$ cat src/rtl/fir_io_pkg.sv
// Shared definitions for the FIR output path.
// Holds the output FSM state encoding, the host byte width and the default
// FIR result width used by both the FIR core and the result reader.
package fir_io_pkg;

  localparam int BYTE_W    = 8;
  localparam int FIR_OUT_W = 14;

  typedef enum logic [1:0] {
    ST_IDLE = 2'd0,
    ST_LO   = 2'd1,
    ST_HI   = 2'd2
  } rd_state_e;

endpackage

$ cat src/rtl/fir_sample_fifo.sv
// Synchronous FIFO that buffers FIR results ahead of the byte streamer.
// Ports:
//   clk, rst_n      - clock, synchronous active-low reset
//   push, wdata     - write strobe and data (caller gates push against full)
//   pop, rdata      - read strobe (caller gates against empty); rdata shows the head
//   full, empty     - occupancy flags
//   count           - number of stored words
// The extra pointer MSB separates full from empty when the slot indices match.
module fir_sample_fifo #(
  parameter int DATA_W = 14,
  parameter int DEPTH  = 4
) (
  input  logic                     clk,
  input  logic                     rst_n,
  input  logic                     push,
  input  logic [DATA_W-1:0]        wdata,
  input  logic                     pop,
  output logic [DATA_W-1:0]        rdata,
  output logic                     full,
  output logic                     empty,
  output logic [$clog2(DEPTH):0]   count
);

  localparam int AW = $clog2(DEPTH);

  logic [AW:0]       wr_ptr_q;
  logic [AW:0]       rd_ptr_q;
  logic [DATA_W-1:0] mem_q [DEPTH];

  assign count = wr_ptr_q - rd_ptr_q;
  assign empty = (wr_ptr_q == rd_ptr_q);
  assign full  = (wr_ptr_q[AW] != rd_ptr_q[AW]) &&
                 (wr_ptr_q[AW-1:0] == rd_ptr_q[AW-1:0]);
  assign rdata = mem_q[rd_ptr_q[AW-1:0]];

  always_ff @(posedge clk) begin
    if (!rst_n) begin
      wr_ptr_q <= '0;
      rd_ptr_q <= '0;
    end else begin
      if (push) wr_ptr_q <= wr_ptr_q + 1'b1;
      if (pop)  rd_ptr_q <= rd_ptr_q + 1'b1;
    end
  end

  // Storage needs no reset; the pointers define what is valid.
  always_ff @(posedge clk) begin
    if (push) mem_q[wr_ptr_q[AW-1:0]] <= wdata;
  end

endmodule

$ cat src/rtl/fir_result_reader.sv
// Captures signed FIR results, buffers them and streams each one to the host
// as two bytes (low byte, then sign-extended high byte) over valid/ack.
// Ports:
//   clk, rst_n                - clock, synchronous active-low reset
//   y_n, y_valid              - FIR result and its one-cycle capture strobe
//   byte_out, byte_is_high    - presented byte and which half it is
//   byte_valid, byte_ack      - host handshake; transfer on valid && ack
//   fifo_count                - words waiting in the FIFO (not the output word)
//   overflow, ovf_clr         - sticky drop flag and its clear
//
// state   | meaning
// IDLE    | nothing to send, waiting for the FIFO to hold a word
// LO      | presenting low byte of word_q
// HI      | presenting sign-extended high byte of word_q
module fir_result_reader
  import fir_io_pkg::*;
#(
  parameter int DATA_W     = FIR_OUT_W,
  parameter int FIFO_DEPTH = 4
) (
  input  logic                          clk,
  input  logic                          rst_n,
  input  logic [DATA_W-1:0]             y_n,
  input  logic                          y_valid,
  output logic [BYTE_W-1:0]             byte_out,
  output logic                          byte_valid,
  output logic                          byte_is_high,
  input  logic                          byte_ack,
  output logic [$clog2(FIFO_DEPTH):0]   fifo_count,
  output logic                          overflow,
  input  logic                          ovf_clr
);

  rd_state_e          state_q;
  logic [DATA_W-1:0]  word_q;
  logic [BYTE_W-1:0]  byte_out_q;
  logic               byte_valid_q;
  logic               byte_is_high_q;
  logic               overflow_q;
  logic               overflow_d;

  logic               fifo_push;
  logic               fifo_pop;
  logic               fifo_full;
  logic               fifo_empty;
  logic [DATA_W-1:0]  fifo_rdata;

  logic signed [DATA_W-1:0] word_s;
  logic [BYTE_W-1:0]        hi_byte;

  // Arithmetic shift keeps the sign, so the low 8 bits of the shifted word
  // are exactly the high byte sign-extended to 8 bits.
  assign word_s  = word_q;
  assign hi_byte = BYTE_W'(word_s >>> 8);

  // A pop happens whenever the FSM takes a new word: from IDLE, or at the end
  // of a high-byte transfer (back-to-back, no bubble).
  assign fifo_pop  = !fifo_empty &&
                     ((state_q == ST_IDLE) || ((state_q == ST_HI) && byte_ack));
  // A simultaneous pop frees a slot, so a full FIFO still accepts the push.
  assign fifo_push = y_valid && (!fifo_full || fifo_pop);

  always_comb begin
    overflow_d = overflow_q;
    if (y_valid && !fifo_push) overflow_d = 1'b1;
    else if (ovf_clr)          overflow_d = 1'b0;
  end

  fir_sample_fifo #(
    .DATA_W (DATA_W),
    .DEPTH  (FIFO_DEPTH)
  ) u_fifo (
    .clk   (clk),
    .rst_n (rst_n),
    .push  (fifo_push),
    .wdata (y_n),
    .pop   (fifo_pop),
    .rdata (fifo_rdata),
    .full  (fifo_full),
    .empty (fifo_empty),
    .count (fifo_count)
  );

  always_ff @(posedge clk) begin
    if (!rst_n) begin
      state_q        <= ST_IDLE;
      word_q         <= '0;
      byte_out_q     <= '0;
      byte_valid_q   <= 1'b0;
      byte_is_high_q <= 1'b0;
      overflow_q     <= 1'b0;
    end else begin
      overflow_q <= overflow_d;
      case (state_q)
        ST_IDLE: begin
          if (fifo_pop) begin
            word_q         <= fifo_rdata;
            byte_out_q     <= fifo_rdata[BYTE_W-1:0];
            byte_valid_q   <= 1'b1;
            byte_is_high_q <= 1'b0;
            state_q        <= ST_LO;
          end
        end
        ST_LO: begin
          if (byte_ack) begin
            byte_out_q     <= hi_byte;
            byte_is_high_q <= 1'b1;
            state_q        <= ST_HI;
          end
        end
        ST_HI: begin
          if (byte_ack) begin
            if (fifo_pop) begin
              word_q         <= fifo_rdata;
              byte_out_q     <= fifo_rdata[BYTE_W-1:0];
              byte_is_high_q <= 1'b0;
              state_q        <= ST_LO;
            end else begin
              byte_out_q     <= '0;
              byte_valid_q   <= 1'b0;
              byte_is_high_q <= 1'b0;
              state_q        <= ST_IDLE;
            end
          end
        end
        default: begin
          byte_out_q     <= '0;
          byte_valid_q   <= 1'b0;
          byte_is_high_q <= 1'b0;
          state_q        <= ST_IDLE;
        end
      endcase
    end
  end

  assign byte_out     = byte_out_q;
  assign byte_valid   = byte_valid_q;
  assign byte_is_high = byte_is_high_q;
  assign overflow     = overflow_q;

endmodule

$ cat config.mk
export PLATFORM = sky130hd
export DESIGN_NAME = fir_result_reader
export DESIGN_NICKNAME = d
export VERILOG_FILES = /design/src/rtl/fir_io_pkg.sv /design/src/rtl/fir_sample_fifo.sv /design/src/rtl/fir_result_reader.sv
export SDC_FILE = /design/constraint.sdc
export NUM_CORES = 1
export LEC_CHECK = 0
export CAP_MARGIN = 25
export CORE_MARGIN = 4
export CORE_UTILIZATION = 50
export DETAILED_ROUTE_END_ITERATION = 8
export PLACE_DENSITY = 0.82
export SLEW_MARGIN = 20
export SYNTH_ARGS = -nofsm -noshare
export SYNTH_HDL_FRONTEND = slang
export SYNTH_SLANG_ARGS = --single-unit
$ cat constraint.sdc
create_clock -name clk -period 1.9 [get_ports clk]
set_input_delay 0.38 -clock clk [delete_from_list [all_inputs] [get_ports clk]]
set_output_delay 0.38 -clock clk [all_outputs]
set_load 0.03 [all_outputs]
# ---- Word level (Yosys, flattened, before mapping)
# Memory sizes are Yosys's and may differ from the RTL's. A register that Yosys moved wholly into a read port is not among the register bits.
# Index checks and enable logic that the tools add are counted.
dict set report op_classes {
  n_addsub 3
  n_eq_ne 9
  n_mux 27
  bitwise 1
  n_reduce_logical 16
}
# cell count
set op_table {}
lappend op_table {{$mux 8} 4}
lappend op_table {{$mux 14} 2}
lappend op_table {{$pmux 14 s2} 1}
lappend op_table {{$pmux 8 s3} 1}
lappend op_table {{$mux 1} 11}
lappend op_table {{$mux 2} 5}
lappend op_table {{$ne 2x2->1 const B} 4}
lappend op_table {{$add 3x1->3 const B} 2}
lappend op_table {{$pmux 1 s3} 2}
lappend op_table {{$pmux 2 s3} 1}
lappend op_table {{$logic_and 1x1->1} 5}
lappend op_table {{$reduce_and 4->1} 1}
lappend op_table {{$reduce_bool 2->1} 2}
lappend op_table {{$eq 3x3->1} 1}
lappend op_table {{$logic_not 1->1} 3}
lappend op_table {{$reduce_and 3->1} 1}
lappend op_table {{$sub 3x3->3} 1}
lappend op_table {{$eq 2x1->1 const B} 1}
lappend op_table {{$eq 2x2->1} 1}
lappend op_table {{$eq 2x2->1 const B} 1}
lappend op_table {{$logic_not 2->1} 1}
lappend op_table {{$logic_or 1x1->1} 2}
lappend op_table {{$reduce_and 2->1} 1}
lappend op_table {{$ne 1x1->1} 1}
lappend op_table {{$not 1->1} 1}
dict set report word_totals {
  regBits 33
  ram_bits 56
  inputBits 19
  out_inout_bits 14
  elab_cells 65
  memories 1
}
# memory words word_bits read_ports rd_ports_with_merged_regs write_ports line_no
set memory_table {}
lappend memory_table {u_fifo.mem_q 4 14 1 1 1 fir_sample_fifo.sv:28} ;# logic [DATA_W-1:0] mem_q [DEPTH];

# ---- Logic depth before layout (Yosys ltp)
dict set report depth {
  depth_word 9
  ltp_mapped 7
  depth_no_buf 6
}

# ---- Cells and area by module
# A second synthesis with hierarchy kept.
dict set report unflattened {
  hier_cells 207
  area_unflattened_um2 3344.5
}
# mod n_inst cells_each area_per_inst_um2 seq_area_each_um2
set modules_own_cells {}
lappend modules_own_cells {fir_sample_fifo 1 120 2499.9 1841.8}
lappend modules_own_cells {fir_result_reader 1 87 844.6 380.4}

# ---- Least setup slack after synthesis
# Ideal clock, no wire load.
dict set report synth_path {
  kind {reg-to-reg}
  start {register u_fifo.rd_ptr_q[1]}
  end {memory u_fifo.mem_q[3][0] (enable)}
  setup_ns 0.384
  arrival_ns 1.538
  t_required_ns 1.516
  setup_slack_ns -0.022
  stages_incl_launch_ff 5
  path_buffers 0
  synth_period_minus_slack_ns 1.922
  cell_sequence {dfxtp_1 -> inv_1 -> ha_1 -> o2111a_1 -> nor2_1}
}
dict set report synth_via {
  elab_chain_len 7
  elab_cells_between_ends 10
  cone_classes {eq/ne (2); mux (2); reduce/logical (6)}
}
# element line_no
set synth_rtl {}
lappend synth_rtl {{from (decl)} fir_sample_fifo.sv:27} ;# logic [AW:0] rd_ptr_q;
lappend synth_rtl {{from (signal assigned)} fir_sample_fifo.sv:42} ;# if (pop) rd_ptr_q <= rd_ptr_q + 1'b1;
lappend synth_rtl {{$eq 3x3->1 / $eq 2x2->1 (equally long branches)} {fir_sample_fifo.sv:31, fir_sample_fifo.sv:33}}
lappend synth_rtl {{$logic_not 1->1 / $logic_and 1x1->1 (equally long branches)} {fir_result_reader.sv:58, fir_sample_fifo.sv:32}}
lappend synth_rtl {{$logic_and 1x1->1 / $logic_not 1->1 (equally long branches)} {fir_result_reader.sv:58, fir_result_reader.sv:61}}
lappend synth_rtl {{$logic_or 1x1->1 (*)} fir_result_reader.sv:61} ;# assign fifo_push = y_valid && (!fifo_full || fifo_pop);
lappend synth_rtl {{$logic_and 1x1->1 (*)} fir_result_reader.sv:61}
lappend synth_rtl {{$mux 1 (*)} fir_sample_fifo.sv:48} ;# if (push) mem_q[wr_ptr_q[AW-1:0]] <= wdata;
lappend synth_rtl {{$mux 1 (implied by the code) (*)} fir_sample_fifo.sv:48}
lappend synth_rtl {{to (decl)} fir_sample_fifo.sv:28}
# Every way passes the cells marked *; elsewhere a longest branch is shown, timed or not.

# ---- Final worst setup path
dict set report layout_path {
  start {register u_fifo.wr_ptr_q[0]}
  end {output fifo_count[1]}
}
dict set report layout_via {
  elab_chain_len 1
}
# element line_no
set layout_rtl {}
lappend layout_rtl {{from (decl)} fir_sample_fifo.sv:26} ;# logic [AW:0] wr_ptr_q;
lappend layout_rtl {{from (signal assigned)} fir_sample_fifo.sv:41} ;# if (push) wr_ptr_q <= wr_ptr_q + 1'b1;
lappend layout_rtl {{$sub 3x3->3} fir_sample_fifo.sv:30} ;# assign count = wr_ptr_q - rd_ptr_q;
lappend layout_rtl {{to (decl)} fir_result_reader.sv:29} ;# output logic [$clog2(FIFO_DEPTH):0] fifo_count,
# Every way passes these cells.

==> out/results.tsv <==
stage	metric	value	unit
cells_and_area	antenna_cells	0	
timing	slew_headroom	53.95	%
clock_tree	clock-sinks	83	
logic_synthesis	yosysSeqAreaShare	66.87	%
placed_design	dp_hpwl	4110	um
timing	fin_ws	-0.04983	ns
timing	fmax	512.9	MHz
worst_setup_path	critPathBufInv	3	
cells_and_area	fillers	454	
worst_hold_path	min_path_cells	1	
route	wl_per_cell	17.23	um
route	drt_iter0_markers	72	
placed_design	io_buffers	32	
floorplan	die_w	89.53	um
route	drtPass1Iterations	4	
logic_synthesis	yosysWarnings	0	
cells_and_area	fin_area	0.004153	mm^2
worst_setup_path	critPathRequiredTime	1.52	ns
route	wl	5841	um
worst_setup_path	critPathLaunchType	register	
global_route	met1_usage	19.98	%
timing	maxSlewViolCount	0	
global_route	grt_pass1_wl	9052	um
route	vias	1860	
global_route	met2_usage	26.46	%
worst_setup_path	critPathCaptureType	primary output	
logic_synthesis	synth_nets	227	
worst_hold_path	hp-class	reg2reg	
power	finalPower	5566	uW
floorplan	io_pins	33	
global_route	grt_use_total	15.83	%
logic_synthesis	synth_top_area_share	50.60	%
logic_synthesis	synth_edf_count	56	
placed_design	gp_congestion	0.8767	
power	leakage	0.001568	uW
global_route	grt_pass1_vias	1853	
power	power_density	1340	mW/mm^2
cells_and_area	final_nets	284	
worst_setup_path	slowest_stage	fa_2	
logic_synthesis	yosys_register_bits	83	
logic_synthesis	synthesis.area	0.003323	mm^2
global_route	top_usage_layer	met2	
placed_design	post_dp_cell_area	0.003900	mm^2
route	drc	0	
route	ant_nets	0	
logic_synthesis	synth_cells	200	
floorplan	core_area	0.006386	mm^2
timing	fin_crit	1.950	ns
worst_setup_path	cp.depth	5	
clock_tree	root_buffer	clkbuf_8	
worst_setup_path	reg2reg_depth	7	
cells_and_area	drive_gt1_share	19.85	%
logic_synthesis	ys_types	38	
run	cap_violations	0	
global_route	grt_overflow_total	0	
timing	worst_clock_skew	0.01238	ns
route	drt-vias-per-instance	5.487	
clock_tree	cts_buffer_depth	2	
global_route	grtUsageMet3	3.871	%
logic_synthesis	ys.flop_type	edfxtp_1	
global_route	antenna_found_initial	0	
clock_tree	insertion_delay	0.35	ns
worst_setup_path	cp_cell_sequence	inv_2 -> ha_4 -> fa_2 -> inv_2 -> buf_6	
clock_tree	hold_buffers	0	
worst_setup_path	worstSetupPathType	reg2out	
logic_synthesis	postSynthAreaPerCell	16.62	um^2
clock_tree	cts.clk_slew.worst_paths	0.10	ns
power	ir_drop	0.9255	mV
timing	tightest_slew	0.6855	ns
floorplan	initial_core_util	52.04	%
timing	grt_setup_unrepaired	yes	
logic_synthesis	yosys.area.top_type	edfxtp_1	
worst_setup_path	cpMostUsedCell	inv_2	
clock_tree	cts_buffers	9	
status	violations	setup timing	
status	status	finished, violations left	
timing	fin_crit_sh	102.6	%
cells_and_area	syn_to_final_growth	24.96	%
floorplan	die_h	89.53	um
clock_tree	cts_tree	yes	
floorplan	die_area	0.008015	mm^2
worst_setup_path	cpPeakStageDelay	0.52	ns
timing	hold_viol	0	
worst_setup_path	arrival	1.57	ns
worst_setup_path	path_max_fanout	2	
timing	final-setup-viol-count	2	
clock_tree	htree_levels	3	
floorplan	rows	29	
global_route	grt_start_max_net_pins	18	
worst_setup_path	crit_family	adder cells	
logic_synthesis	synth_area_leaders	edfxtp_1 51%, dfxtp_1 16%, mux4_1 10%	
logic_synthesis	synth-async-reset-ratio	0	%
[where the power goes]
group	total (uW)	leakage, uW	internal (uW)	switching [uW]
sequential	2330	0.000737	2160	168
combinational	1900	0.000721	987	910
clock	1340	0.000110	646	689
total	5570	0.00157	3800	1770
[layout by cell type (no fill, tap or decap), drive strengths merged, types with 2 or more instances in the layout]
cell type and instances:
nor2 15, o21ai 2, clkdlybuf4s50 29, mux4 14, inv 13, nand3 3
xor2 2, buf 23, nor3 2, a21oi 7, edfxtp 56, o211a 3
and2 2, ha 7, nor2b 2, mux2i 8, nand2 6, and3 9
clkbuf 9, a221o 8, dfxtp 27
[through the flow]
stage	hold slack (ns)	TNS (ns)	util, %	instances	worst slack [ns]
floorplan	0.4515	0	-	200	0.02622
global placement	0.4731	-8.070	61.07	321	-0.1598
detailed placement	0.4772	-8.798	61.07	321	-0.1580
CTS	0.4986	-0.08074	64.99	339	-0.06137
global route	0.5234	-0.1711	65.03	339	-0.09559
finish	0.4936	-0.05233	65.03	339	-0.04983
[cell usage after synthesis (2+ instances only)]
| master | instances |
|---|---|
| nor3_1 | 2 |
| o21ai_0 | 2 |
| nand3_1 | 3 |
| nor2_1 | 15 |
| ha_1 | 7 |
| nor2b_1 | 2 |
| clkbuf_1 | 3 |
| and3_1 | 9 |
| nand2_1 | 6 |
| dfxtp_1 | 27 |
| inv_1 | 8 |
| mux2i_1 | 8 |
| mux4_1 | 13 |
| a21oi_1 | 7 |
| a221o_1 | 8 |
| edfxtp_1 | 56 |
| o211a_1 | 2 |
| and2_1 | 2 |
[final timing paths]
kind                       from       endpoint  slack, ns
max          u_fifo.wr_ptr_q[0]  fifo_count[1]      -0.05
max reg2reg  u_fifo.rd_ptr_q[1]    byte_out[2]       0.11
min reg2reg         byte_out[7]    byte_out[7]       0.49
min                 byte_out[7]    byte_out[7]       0.49
[repair_timing]
item / 4_1_cts / 5_1_grt
endpoints found under the setup margin: 3 / 2
gates resized for setup: 10 / 1
buffers inserted: 2 / 0
pin swaps: 1 / 0
endpoints found under the hold margin: 0 / 0
[metal layers]
metal / share of wire [%] / vias to the layer above
met1: 45 / 918
met5: 0 / -
met4: 1.0 / 0
li1: - / 904
met2: 50 / 32
met3: 3.5 / 6
[logic make-up after synthesis]
group / count (synthesis) / share of synthesized area [%]
fa+ha+maj: 8 / 3.238
xor+xnor: 3 / 1.017
buf+inv: 15 / 2.560
mux: 22 / 13.37
flops: 83 / 66.87
compound gates: 27 / 6.778
simple gates: 42 / 6.174
[state kept, by name, summed over array words and instances (netlist names), named ones only]
register / count
u_fifo.mem_q: 56
byte_out: 8
word_q: 6
u_fifo.rd_ptr_q: 3
u_fifo.wr_ptr_q: 3
state_q: 2
byte_is_high: 1
byte_valid: 1
overflow: 1
[area by class of cell]
cell class / count / area (um^2) / share of cell area [%]
clock inverters: 7 / 90.09 / 2.169
flip-flops and latches: 83 / 2228 / 53.66
well taps: 77 / 96.34 / 2.320
repair buffers: 53 / 550.5 / 13.26
inverters: 8 / 30.03 / 0.7231
multi-input cells: 102 / 1033 / 24.89
clock buffers: 9 / 123.9 / 2.983
(Power assumes the default switching activity.)
